### src/rtl/mux_sched_pkg.sv
// Shared types and helpers for the 16:1 mux round-robin scheduler.
// Latency: none (declarations only).
// Backpressure: not applicable.
package mux_sched_pkg;

    localparam int DEF_N_REQ    = 16;
    localparam int DEF_SEL_W    = $clog2(DEF_N_REQ);
    localparam int DEF_MAX_HOLD = 8;
    localparam int DEF_HOLD_W   = 4;

    typedef enum logic [1:0] {
        IDLE  = 2'd0,
        SETUP = 2'd1,
        GRANT = 2'd2,
        GAP   = 2'd3
    } state_t;

    // One-hot vector with only bit 'idx' set.
    function automatic logic [DEF_N_REQ-1:0] onehot(input logic [DEF_SEL_W-1:0] idx);
        logic [DEF_N_REQ-1:0] v;
        v      = '0;
        v[idx] = 1'b1;
        return v;
    endfunction

endpackage

### src/rtl/rr_pick.sv
// Round-robin picker: first set request searching upward from ptr, with wrap.
// Latency: purely combinational.
// Backpressure: none; valid is low when no request bit is set.
//   req    : request vector
//   ptr    : highest-priority index for this pick
//   valid  : at least one request set
//   winner : index of the selected request
module rr_pick
    import mux_sched_pkg::*;
#(
    parameter int N_REQ = DEF_N_REQ,
    parameter int SEL_W = DEF_SEL_W
) (
    input  logic [N_REQ-1:0] req,
    input  logic [SEL_W-1:0] ptr,
    output logic             valid,
    output logic [SEL_W-1:0] winner
);

    // Walk offsets from farthest to nearest so the smallest offset from ptr
    // is the last assignment and therefore wins. N_REQ is a power of two, so
    // the SEL_W-bit add wraps naturally from N_REQ-1 back to 0.
    always_comb begin
        valid  = 1'b0;
        winner = '0;
        for (int i = N_REQ - 1; i >= 0; i--) begin
            if (req[ptr + SEL_W'(i)]) begin
                valid  = 1'b1;
                winner = ptr + SEL_W'(i);
            end
        end
    end

endmodule

### src/rtl/mux16_rr_scheduler.sv
// Round-robin owner of the 16:1 mux select/enable; sel settles a cycle around every enable pulse.
// Latency: req seen in IDLE at t -> gnt/sel at t+1, en at t+2; en held 1..MAX_HOLD cycles.
// Backpressure: requests are levels; a requester waits (not dropped) while busy, as long as req stays high.
//   clk, rst_n : clock, synchronous active-low reset
//   req, done  : per-requester request level and early release (done only honoured for the granted index in GRANT)
//   sel, en    : registered mux select and output enable
//   gnt, busy  : registered one-hot grant (zero outside SETUP/GRANT) and non-IDLE flag
// Optional build macro MUX_SCHED_PRIO_EN adds input prio: requests with prio set win over plain ones.
module mux16_rr_scheduler
    import mux_sched_pkg::*;
#(
    parameter int N_REQ    = DEF_N_REQ,
    parameter int SEL_W    = DEF_SEL_W,
    parameter int MAX_HOLD = DEF_MAX_HOLD,
    parameter int HOLD_W   = DEF_HOLD_W
) (
    input  logic             clk,
    input  logic             rst_n,
    input  logic [N_REQ-1:0] req,
    input  logic [N_REQ-1:0] done,
`ifdef MUX_SCHED_PRIO_EN
    input  logic [N_REQ-1:0] prio,
`endif
    output logic [SEL_W-1:0] sel,
    output logic             en,
    output logic [N_REQ-1:0] gnt,
    output logic             busy
);

    state_t            state;
    logic [SEL_W-1:0]  ptr;
    logic [HOLD_W-1:0] hold;

    logic              any_vld;
    logic [SEL_W-1:0]  any_win;
    logic              pick_vld;
    logic [SEL_W-1:0]  pick_win;

    rr_pick #(.N_REQ(N_REQ), .SEL_W(SEL_W)) u_pick_all (
        .req    (req),
        .ptr    (ptr),
        .valid  (any_vld),
        .winner (any_win)
    );

`ifdef MUX_SCHED_PRIO_EN
    logic [N_REQ-1:0]  req_prio;
    logic              prio_vld;
    logic [SEL_W-1:0]  prio_win;

    assign req_prio = req & prio;

    rr_pick #(.N_REQ(N_REQ), .SEL_W(SEL_W)) u_pick_prio (
        .req    (req_prio),
        .ptr    (ptr),
        .valid  (prio_vld),
        .winner (prio_win)
    );

    // Both classes share ptr; the prio class simply shadows the plain one.
    assign pick_vld = any_vld;
    assign pick_win = prio_vld ? prio_win : any_win;
`else
    assign pick_vld = any_vld;
    assign pick_win = any_win;
`endif

    always_ff @(posedge clk) begin
        if (!rst_n) begin
            state <= IDLE;
            sel   <= '0;
            en    <= 1'b0;
            gnt   <= '0;
            busy  <= 1'b0;
            ptr   <= '0;
            hold  <= '0;
        end else begin
            case (state)
                IDLE: begin
                    // sel only ever moves here, so it is stable for a full
                    // SETUP cycle before en and through the GAP cycle after.
                    if (pick_vld) begin
                        sel   <= pick_win;
                        gnt   <= onehot(pick_win);
                        busy  <= 1'b1;
                        state <= SETUP;
                    end
                end
                SETUP: begin
                    if (!req[sel]) begin
                        // Requester withdrew before the pulse: abort without
                        // touching ptr so it keeps its turn.
                        gnt   <= '0;
                        busy  <= 1'b0;
                        state <= IDLE;
                    end else begin
                        en    <= 1'b1;
                        hold  <= HOLD_W'(1);
                        state <= GRANT;
                    end
                end
                GRANT: begin
                    if (done[sel] || !req[sel] || (hold == HOLD_W'(MAX_HOLD))) begin
                        en    <= 1'b0;
                        gnt   <= '0;
                        ptr   <= sel + SEL_W'(1);
                        state <= GAP;
                    end else begin
                        hold  <= hold + HOLD_W'(1);
                    end
                end
                GAP: begin
                    hold  <= '0;
                    busy  <= 1'b0;
                    state <= IDLE;
                end
                default: begin
                    en    <= 1'b0;
                    gnt   <= '0;
                    busy  <= 1'b0;
                    state <= IDLE;
                end
            endcase
        end
    end

endmodule
### config.mk
export PLATFORM = sky130hd
export DESIGN_NAME = mux16_rr_scheduler
export DESIGN_NICKNAME = d
export VERILOG_FILES = /design/src/rtl/mux_sched_pkg.sv /design/src/rtl/rr_pick.sv /design/src/rtl/mux16_rr_scheduler.sv
export SDC_FILE = /design/constraint.sdc
export NUM_CORES = 1
export LEC_CHECK = 0
export BUFFER_PORTS_ARGS = -buffer_cell sky130_fd_sc_hd__buf_2
export CORE_MARGIN = 2
export CORE_UTILIZATION = 54
export CTS_CLUSTER_DIAMETER = 120
export CTS_CLUSTER_SIZE = 24
export DETAILED_ROUTE_END_ITERATION = 8
export PLACE_DENSITY_LB_ADDON = 0.1
export SLEW_MARGIN = 20
export SYNTH_ARGS = -nofsm -noshare
export SYNTH_HDL_FRONTEND = slang
export SYNTH_HIERARCHICAL = 1
export SYNTH_SLANG_ARGS = --single-unit
### constraint.sdc
create_clock -name clk -period 4.1 [get_ports clk]
set_input_delay 0.205 -clock clk [delete_from_list [all_inputs] [get_ports clk]]
set_output_delay 0.205 -clock clk [all_outputs]
set_load 0.1 [all_outputs]
==> results_dict.tcl <==
set metrics [dict create \
    hold-path-cell-count 3 \
    fillers 681 \
    antenna_left 0 \
    clock_sinks 32 \
    syn-num-nets 535 \
    finalSetupViolations 0 \
    syn_area_um2 4280 \
    yosys.area_share.adder_pct 4.38 \
    synthTopCellsByArea "dfxtp_1 15%, mux2i_1 12%, mux4_2 12%, nand2_1 5.9%, mux2_2 5.3%" \
    regArea_um2 641 \
    first_global_vias 4050 \
    whs_ns 0.455 \
    coreArea_um2 7690 \
    yosysUniqueCellTypes 78 \
    vias 4106 \
    swShare_pct 39.4 \
    p_clk_share_pct 25.4 \
    dp_hpwl_um 9450 \
    max-vdd-ir-drop_uv 266 \
    clkSlewWorstSetupHoldPaths_ns 0.07 \
    synth-xor-area-share_pct 3.45 \
    grt_usage_pct 29.6 \
    leakage_uw 0.00191 \
    cts_root_buf "clkbuf_8" \
    post_drt_wl_per_cell_um 18.9 \
    synth-async-reset-ratio_pct 0 \
    die_h_um 93.0 \
    synth-main-ff-cell "dfxtp_1" \
    fp.dieW_um 93.0 \
    yosysSeqAreaShare_pct 15.0 \
    hold_buffers 0 \
    rows 32 \
    drtPass1Iterations 5 \
    synth_top_area_share_pct 15.0 \
    place_congestion 0.996 \
    nets 599 \
    min_period_ns 3.84 \
    avgViaCountPerCell 6.29 \
    diodes 0 \
    tightest_slew_ns 0.616 \
    postSynthCellCount 486 \
    p_comb_share_pct 46.2 \
    endpoint_kind "flop" \
    drc 0 \
    drtIter0Drc 300 \
    regToRegStartpoint "ptr[0]" \
    yosysWarningCount 6 \
    hold_class "in -> reg" \
    reg2regPathDepth 14 \
    ctsLongestPathBuffers 2 \
    cts_made_buffers 5 \
    start_util_pct 55.7 \
    critical_path_arrival_ns 4.07 \
    cts_tree "built" \
    crit_required_ns 4.32 \
    hold_viol 0 \
    synth_compound_area_share_pct 17.5 \
    cts_htree_levels 2 \
    wl_um 12300 \
    seqPwrFrac_pct 28.4 \
    power_uw 1190 \
    portBuffers 55 \
    r2r-end "gnt[14]" \
    cp-startpoint "ptr[0]" \
    min_from "rst_n" \
    grt_max_degree 37 \
    outcome "completed" \
    clock.fmax_ghz 0.260 \
    io_pins 56 \
    crit_type "reg -> reg" \
    yosys.area_share.simple_pct 18.0 \
    grt-ovfl-total 0 \
    cp_max_fo 9 \
    switching_power_uw 470 \
    power_density_nw_per_um2 241 \
    final.period_utilization_pct 93.8 \
    r2r_slack_ns 0.26 \
    synth_edf_count 0 \
    internal_power_uw 722 \
    cap_violations 0 \
    synth_mux_area_share_pct 36.2 \
    worstSetupStartpointType "flop" \
    clk_latency_ns 0.29 \
    synth_top_family_by_area "multiplexers" \
    grt_pass1_wl_um 20500 \
    slew_viol_final 0 \
    postSynthAreaPerCell_um2 8.81 \
    syn_to_final_growth_pct 15.6 \
    worst_hold_path.endpoint "ptr[3]" \
    multiInputGateArea_um2 3460 \
    yosysTopAreaCell "dfxtp_1" \
    skew_ns 0.00499 \
    drive_above_1_share_pct 30.7 \
    ys_ff_latch 32 \
    antenna_found_initial 0 \
    die_area_um2 8650 \
    slew-limit-headroom_pct 58.9 \
]
-- logic make-up after synthesis --
logic type,Yosys count
xor gates and xnor gates,13
buffers and inverters,47
and+or+nand+nor,165
adders and majority gates,15
DFF,32
muxes,108
AOI/OAI and AO/OA,106
-- what timing repair did --
item / in CTS / in global routing
buffers inserted: 0 / 6
gates resized for setup: 0 / 8
endpoints found under the setup margin: 0 / 16
-- worst max-delay path, cell delays in order, from the launching register on --
cell      delay, ns
dfxtp_1        0.42
clkinv_1       0.14
ha_2           0.47
mux4_1         0.45
mux2_2         0.38
mux2_2         0.32
nor2_1         0.15
nand2_1        0.10
nor4_1         0.26
nand4_1        0.25
nor2b_4        0.25
a211oi_2       0.07
o21ai_4        0.14
buf_4          0.20
mux2i_1        0.18
-- power groups by stage --
stage,registers [uW],clock network (uW),logic (uW)
after floorplan,407,0,326
after detailed placement,346,0,509
after global routing,341,320,593
after global placement,346,0,505
after CTS,339,310,512
final,339,303,551
-- metrics by stage --
stage / util, % / setup TNS (ns) / instance area (um^2) / setup slack [ns] / std cells
final: 64.4 / 0 / 4950 / 0.256 / 653
after global routing: 64.4 / -0.0144 / 4950 / -0.00724 / 653
after global placement: 61.5 / 0 / 4730 / 0.119 / 639
after floorplan: - / 0 / 4300 / 0.00263 / 486
after detailed placement: 61.5 / 0 / 4730 / 0.148 / 639
after CTS: 62.9 / 0 / 4840 / 0.104 / 647
-- cells in the mapped netlist (3+ instances only) --
cell / n
nand2_1: 67
mux2i_1: 53
dfxtp_1: 32
nor2_1: 28
mux4_2: 22
nand3_1: 21
a21oi_1: 20
mux2_2: 20
o21ai_0: 20
inv_1: 16
ha_1: 15
clkbuf_1: 11
nor3_1: 11
a31oi_1: 8
mux4_1: 8
o211ai_1: 8
and3_1: 6
buf_2: 6
xnor2_1: 6
nor2b_1: 5
o21a_1: 5
buf_6: 4
nand2b_1: 4
nand3b_1: 4
nor4_1: 4
o31ai_1: 4
xor2_1: 4
buf_1: 3
o21ai_1: 3
o21ai_2: 3
o311ai_0: 3
-- final cells by class --
| type | count | area share [%] |
|---|---|---|
| timing repair buffer | 85 | 10.9 |
| clock buffer | 5 | 1.39 |
| multi-input combinational | 407 | 69.9 |
| clock inverter | 3 | 0.860 |
| sequential | 32 | 12.9 |
| inverter | 19 | 1.47 |
| tap | 102 | 2.58 |
-- worst max-delay path by stage --
stage                    to  slack, ns  cells after the start
CTS                  gnt[9]       0.10                     12
floorplan            gnt[0]      0.003                     18
detailed placement   gnt[3]       0.15                     13
global route        gnt[13]     -0.007                     14
global placement    gnt[11]       0.12                     12
finish              gnt[14]       0.26                     14
-- placed cells by master (no fill, tap or decap), types with 5 or more instances in the layout --
cell type   n
ha_1       13
xnor2_1     5
o21ai_0    20
mux2i_1    52
a31oi_1     8
buf_4      27
mux4_2     22
nor3_1     11
dfxtp_1    32
clkbuf_8    5
o21a_1      5
nor2_1     28
buf_2      55
nand2_1    67
mux4_1      8
a21oi_1    19
and3_1      6
o211ai_1    8
nand3_1    21
mux2_2     20
inv_1      16
-- routing by layer --
metal	track usage, %	wire, um
met2	52.1	6310
met4	12.7	413
met5	0	0
met1	35.7	4990
met3	4.59	637
-- registers in the layout, indices dropped and copies added (netlist names), named ones only --
signal / count
busy: 1
gnt: 16
en: 1
sel: 4
state: 1
ptr: 4
hold: 4
Note: power is estimated with default switching activity, not from simulation.
